**src/rtl/pll_reset_seq.sv**
```systemverilog
// Reset sequencer for a PLL clocking stage: pulses PLL RST, waits for stable lock,
// then releases the user reset. Lock timeouts and losses are counted for debug.
module pll_reset_seq #(
  parameter int RST_PULSE_CYCLES    = 16,
  parameter int LOCK_STABLE_CYCLES  = 1024,
  parameter int LOCK_TIMEOUT_CYCLES = 65536,
  parameter int CNT_WIDTH           = 24
) (
  input  logic       clk,
  input  logic       rst_n,
  input  logic       locked,
  output logic       pll_rst,
  output logic       user_rst,
  output logic [1:0] state,
  output logic [7:0] retry_cnt,
  output logic [7:0] loss_cnt
);

  typedef enum logic [1:0] {
    RESET_PLL = 2'd0,
    WAIT_LOCK = 2'd1,
    STABLE    = 2'd2,
    RUN       = 2'd3
  } state_e;

  localparam longint MAX_A = (RST_PULSE_CYCLES > LOCK_STABLE_CYCLES) ?
                             longint'(RST_PULSE_CYCLES) : longint'(LOCK_STABLE_CYCLES);
  localparam longint MAX_P = (MAX_A > longint'(LOCK_TIMEOUT_CYCLES)) ?
                             MAX_A : longint'(LOCK_TIMEOUT_CYCLES);

  if ((MAX_P - 1) >= (longint'(1) << CNT_WIDTH)) begin : g_cnt_too_narrow
    $error("pll_reset_seq: CNT_WIDTH too small for the configured cycle counts");
  end

  localparam logic [CNT_WIDTH-1:0] RST_LAST    = CNT_WIDTH'(RST_PULSE_CYCLES - 1);
  localparam logic [CNT_WIDTH-1:0] STABLE_LAST = CNT_WIDTH'(LOCK_STABLE_CYCLES - 1);
  localparam logic [CNT_WIDTH-1:0] TIMEOUT_LAST = CNT_WIDTH'(LOCK_TIMEOUT_CYCLES - 1);

  state_e               state_q;
  logic [CNT_WIDTH-1:0] cnt_q;
  logic                 sync1_q, locked_s_q;
  logic                 pll_rst_q, user_rst_q;
  logic [7:0]           retry_q, loss_q;

  always_ff @(posedge clk or negedge rst_n) begin
    if (!rst_n) begin
      sync1_q    <= 1'b0;
      locked_s_q <= 1'b0;
    end else begin
      sync1_q    <= locked;
      locked_s_q <= sync1_q;
    end
  end

  // Outputs are registered alongside the state so they change on the same edge.
  always_ff @(posedge clk or negedge rst_n) begin
    if (!rst_n) begin
      state_q    <= RESET_PLL;
      cnt_q      <= '0;
      pll_rst_q  <= 1'b1;
      user_rst_q <= 1'b1;
      retry_q    <= 8'd0;
      loss_q     <= 8'd0;
    end else begin
      case (state_q)
        RESET_PLL: begin
          if (cnt_q == RST_LAST) begin
            state_q   <= WAIT_LOCK;
            cnt_q     <= '0;
            pll_rst_q <= 1'b0;
          end else begin
            cnt_q <= cnt_q + 1'b1;
          end
        end
        WAIT_LOCK: begin
          if (locked_s_q) begin
            state_q <= STABLE;
            cnt_q   <= '0;
          end else if (cnt_q == TIMEOUT_LAST) begin
            state_q   <= RESET_PLL;
            cnt_q     <= '0;
            pll_rst_q <= 1'b1;
            retry_q   <= (retry_q == 8'hFF) ? retry_q : retry_q + 8'd1;
          end else begin
            cnt_q <= cnt_q + 1'b1;
          end
        end
        STABLE: begin
          // A lock drop takes priority over a completing stable window.
          if (!locked_s_q) begin
            state_q <= WAIT_LOCK;
            cnt_q   <= '0;
          end else if (cnt_q == STABLE_LAST) begin
            state_q    <= RUN;
            cnt_q      <= '0;
            user_rst_q <= 1'b0;
          end else begin
            cnt_q <= cnt_q + 1'b1;
          end
        end
        RUN: begin
          cnt_q <= '0;
          if (!locked_s_q) begin
            state_q    <= RESET_PLL;
            pll_rst_q  <= 1'b1;
            user_rst_q <= 1'b1;
            loss_q     <= (loss_q == 8'hFF) ? loss_q : loss_q + 8'd1;
          end
        end
        default: begin
          state_q    <= RESET_PLL;
          cnt_q      <= '0;
          pll_rst_q  <= 1'b1;
          user_rst_q <= 1'b1;
        end
      endcase
    end
  end

  assign pll_rst   = pll_rst_q;
  assign user_rst  = user_rst_q;
  assign state     = state_q;
  assign retry_cnt = retry_q;
  assign loss_cnt  = loss_q;

endmodule
```
**config.mk**
```make
export PLATFORM = sky130hd
export DESIGN_NAME = pll_reset_seq
export DESIGN_NICKNAME = d
export VERILOG_FILES = /design/src/rtl/pll_reset_seq.sv
export SDC_FILE = /design/constraint.sdc
export NUM_CORES = 1
export LEC_CHECK = 0
export ABC_CLOCK_PERIOD_IN_PS = 2880
export CELL_PAD_IN_SITES_DETAIL_PLACEMENT = 0
export CELL_PAD_IN_SITES_GLOBAL_PLACEMENT = 1
export CORE_MARGIN = 1
export CORE_UTILIZATION = 45
export CTS_CLUSTER_SIZE = 28
export DETAILED_ROUTE_END_ITERATION = 7
export PLACE_DENSITY_LB_ADDON = 0.1
export SLEW_MARGIN = 20
export SYNTH_ARGS = -nofsm -noshare
export SYNTH_HDL_FRONTEND = slang
export SYNTH_SLANG_ARGS = --single-unit
```
**constraint.sdc**
```tcl
create_clock -name clk -period 2.88 [get_ports clk]
set_input_delay 0.576 -clock clk [delete_from_list [all_inputs] [get_ports clk]]
set_output_delay 0.576 -clock clk [all_outputs]
set_load 0.1 [all_outputs]
```
==> qor.log <==
qor: run_status.result_of_the_run finished clean
qor: cts.ctsHoldBuffers 0
qor: worst_setup_path.end_kind register
qor: timing.timing.max_slew.rel_slack 50.9%
qor: route.wire_per_inst 14.1 um
qor: floorplanning.design.die.area 5410 um2
qor: worst_setup_path.cells_on_worst_reg2reg_path 5
qor: worst_setup_path.timing.critical_path.buf_inv 0
qor: hold_path.worstHoldPathType in2async
qor: synthesis.syn_avg_cell_area 10.8 um2
qor: route.route.vias.total 1651
qor: synthesis.synth_compound_gate_area_share 5.54%
qor: pwr.total_switching_power 0.909 mW
qor: synthesis.post_synth_mux_area_share 1.41%
qor: timing.fin_skew 0.00733 ns
qor: floorplanning.die_height 73.5 um
qor: cells_and_area.area_delta_synth_final 14.3%
qor: pwr.total_leakage_power 1.20 nW
qor: cells_and_area.nets 252
qor: global_routing.all_layer_gr_usage 18.3%
qor: timing.post-route-min-period 2.50 ns
qor: pwr.power.share.sequential 38.4%
qor: cts.path_clk_slew 0.09 ns
qor: route.m1WireLength 2070 um
qor: synthesis.synth.top_cells.by_area sky130_fd_sc_hd__dfrtp_1, sky130_fd_sc_hd__xnor2_1, sky130_fd_sc_hd__xor2_1, sky130_fd_sc_hd__nor2_1, sky130_fd_sc_hd__ha_1
qor: pwr.power_report.internal_total 1.14 mW
qor: timing.final_max_slew_viol_count 0
qor: floorplanning.fp.coreArea 4820 um2
qor: route.postRouteWirelength 4370 um
qor: synthesis.postSynth.asyncResetShare 100%
qor: synthesis.synth-adder-area-share 4.35%
qor: worst_setup_path.critPathArrivalTime 2.73 ns
qor: cts.cts_tree done
qor: flow_run.timing.max_cap.violations 0
qor: cells_and_area.layout_common_cells sky130_fd_sc_hd__dfrtp_1, sky130_fd_sc_hd__nor2_1, sky130_fd_sc_hd__buf_4
qor: timing.layout_worst_path_cycle_share 86.9%
qor: global_routing.antenna_violations_before_repair 0
qor: timing.grt_setup_unrepaired no
qor: worst_setup_path.regToRegStartpoint cnt_q[16]
qor: worst_setup_path.destination_of_the_worst_register_to_register_timing_path state[1]
qor: cells_and_area.antenna_cells 0
qor: pwr.total_power_per_unit_cell_area 779 nW/um2
qor: synthesis.yosysTopAreaCell sky130_fd_sc_hd__dfrtp_1
qor: place.routabilityCongestion 0.802
qor: cts.ctsRootBufferMaster sky130_fd_sc_hd__clkbuf_8
qor: synthesis.area_fraction_of_the_dominant_cell_type_after_synthesis 47.8%
qor: timing.final-hold-violation-count 0
qor: place.dp.final_hpwl 3120 um
qor: worst_setup_path.critical_path.cell_chain or4_1 -> a2111oi_0 -> a31o_2 -> nor3b_1 -> mux2i_1
qor: timing.final-setup-viol-count 0
qor: global_routing.first_global_vias 1636
qor: cts.cts_setup_buffers 0
qor: place.place_ws 0.414 ns
qor: timing.setup_slack 0.379 ns
qor: worst_setup_path.crit_path_max_fanout 6
qor: route.detailedRoute.firstIterationViolations 74
qor: route.ant_nets 0
qor: worst_setup_path.setup.worst_path.start_class register
qor: cts.insertion_delay 0.30 ns
qor: floorplanning.placementRows 25
qor: pwr.p_comb_share 41.6%
qor: cts.cts.path.max_buffers 2
qor: pwr.netSwitchingFraction 44.3%
qor: route.detail_route.drc_violations 0
qor: cts.cts.sink_count 46
qor: worst_setup_path.timing.setup.critical_path_class reg2reg
qor: worst_setup_path.crit_cells 5
qor: global_routing.grt_start_max_net_pins 47
qor: cells_and_area.drive_above_1_share 16.9%
qor: worst_setup_path.timing.critical_path.slowest_stage_cell sky130_fd_sc_hd__or4_1
qor: timing.tightestPinTransition 0.729 ns
qor: synthesis.postSynth.topFlopCell sky130_fd_sc_hd__dfrtp_1
qor: route.detailed_routing_iteration_count_for_the_pre_antenna_repair_pass 4
qor: timing.fin_tns_setup 0 ns
qor: worst_setup_path.critical_path.startpoint cnt_q[16]
qor: route.top_layer_used met4
qor: cts.cts_buffer_count 5
qor: place.port_buffers 22
qor: synthesis.post_synth_num_cell_types 37
qor: floorplanning.initial_core_util 47.8%
qor: cts.post_cts_resized 0
qor: synthesis.ys_seq_elements 46
qor: pwr.post-layout-total-power 2.05 mW
qor: worst_setup_path.worstSetupEndpoint state[1]
qor: worst_setup_path.crit_family simple AND/OR/NAND/NOR gates
qor: synthesis.post_synth_and_or_nand_nor_area_fraction 22.4%
qor: pwr.share_clk_of_total_power 20.0%
qor: route.route.met2.wl 2100 um
qor: synthesis.ys_seq_area_share 50.1%
qor: worst_setup_path.crit_path_max_incr_delay 0.60 ns
qor: floorplanning.fp.dieW 73.5 um
qor: synthesis.yosysWarningCount 0
qor: synthesis.post_synthesis_net_count 225
qor: route.routed_via_density 5.34
qor: global_routing.global_route_wire_length_before_repair 7500 um
qor: synthesis.synth_enable_flop_cells 0
qor: floorplanning.ios 23
qor: worst_setup_path.timing.reg2reg.setup_slack 0.38 ns
qor: synthesis.post_synth_instance_area 2300 um2
qor: cts.cts_max_level 2
qor: cells_and_area.mostFrequentLayoutCell sky130_fd_sc_hd__dfrtp_1
qor: synthesis.synthXorXnorAreaFrac 13.7%
qor: worst_setup_path.timing.critical_path.required 3.11 ns
qor: synthesis.main_combinational_cell_family_by_area_after_synthesis simple AND/OR/NAND/NOR gates
qor: pwr.vdd.ir_drop.worst 0.978 mV
qor: global_routing.gr-total-overflow 0
qor: timing.achievable-frequency 400 MHz
qor: route.route.met3.wl 133 um
qor: synthesis.synthCells 214
worst min path at each step:
stage                 start            to  slack, ns  cells after the start
floorplan             rst_n      cnt_q[0]       0.28                      0
global placement    sync1_q    locked_s_q       0.33                      0
detailed placement  sync1_q    locked_s_q       0.33                      0
CTS                 sync1_q    locked_s_q       0.36                      0
global route          rst_n   loss_cnt[7]       0.31                      1
finish                rst_n  retry_cnt[0]       0.26                      1
cell usage after synthesis, types with 2 or more instances:
cell,number
sky130_fd_sc_hd__a21oi_1,5
sky130_fd_sc_hd__dfstp_2,2
sky130_fd_sc_hd__xnor2_1,20
sky130_fd_sc_hd__and4_1,4
sky130_fd_sc_hd__or4_1,4
sky130_fd_sc_hd__inv_1,7
sky130_fd_sc_hd__nor3_1,5
sky130_fd_sc_hd__buf_6,2
sky130_fd_sc_hd__nor2_1,28
sky130_fd_sc_hd__ha_1,8
sky130_fd_sc_hd__dfrtp_1,44
sky130_fd_sc_hd__nand3_1,10
sky130_fd_sc_hd__clkbuf_1,2
sky130_fd_sc_hd__nand2_1,11
sky130_fd_sc_hd__mux2_2,2
sky130_fd_sc_hd__nand4_1,16
sky130_fd_sc_hd__xor2_1,16
sky130_fd_sc_hd__and3_1,9
cell type report:
class / count / area [um2]
tap: 67 / 83.8
sequential: 46 / 1150
clock buffer: 5 / 68.8
inverter: 7 / 26.3
clock inverter: 3 / 25.0
timing repair buffer: 24 / 183
fill: 458 / 2180
multi-input combinational: 157 / 1090
per-layer routing:
layer  GRT usage, %  vias up
met4           7.69        0
li1               -      811
met1           23.7      802
met5              0        -
met2           29.6       29
met3           4.25        9
state kept, by name, indices dropped and copies added, names as in the netlist:
signal,flops
retry_cnt,8
pll_rst,1
cnt_q,24
locked_s_q,1
sync1_q,1
state,2
loss_cnt,8
user_rst,1
cell families after synthesis:
family	count (synthesis)
AOI/OAI and AO/OA	15
xor gates and xnor gates	36
adders and majority gates	8
buffers and inverters	11
DFF	46
muxes	3
and+or+nand+nor	95
worst register-to-register path: stages, from the launching register on:
cell and delay [ns]:
sky130_fd_sc_hd__dfrtp_1 0.44, sky130_fd_sc_hd__or4_1 0.60, sky130_fd_sc_hd__a2111oi_0 0.45, sky130_fd_sc_hd__a31o_2 0.27, sky130_fd_sc_hd__nor3b_1 0.41, sky130_fd_sc_hd__mux2i_1 0.25
metrics by stage:
step                std cells  hold WS (ns)  instance area [um2]  util, %
CTS                       309         0.357                 2630     54.6
global placement          301         0.333                 2540     52.6
detailed placement        301         0.335                 2540     52.6
finish                    309         0.262                 2630     54.6
floorplan                 214         0.280                 2300        -
global route              309         0.308                 2630     54.6
power by group through the flow:
stage	sequential [mW]	clock [mW]	combinational [mW]
after floorplan	1.11	0	0.391
after global placement	0.795	0	0.838
after detailed placement	0.801	0	0.851
after CTS	0.789	0.424	0.857
after global routing	0.805	0.450	0.924
final	0.787	0.410	0.853
Power figures use the tool's default switching activity.
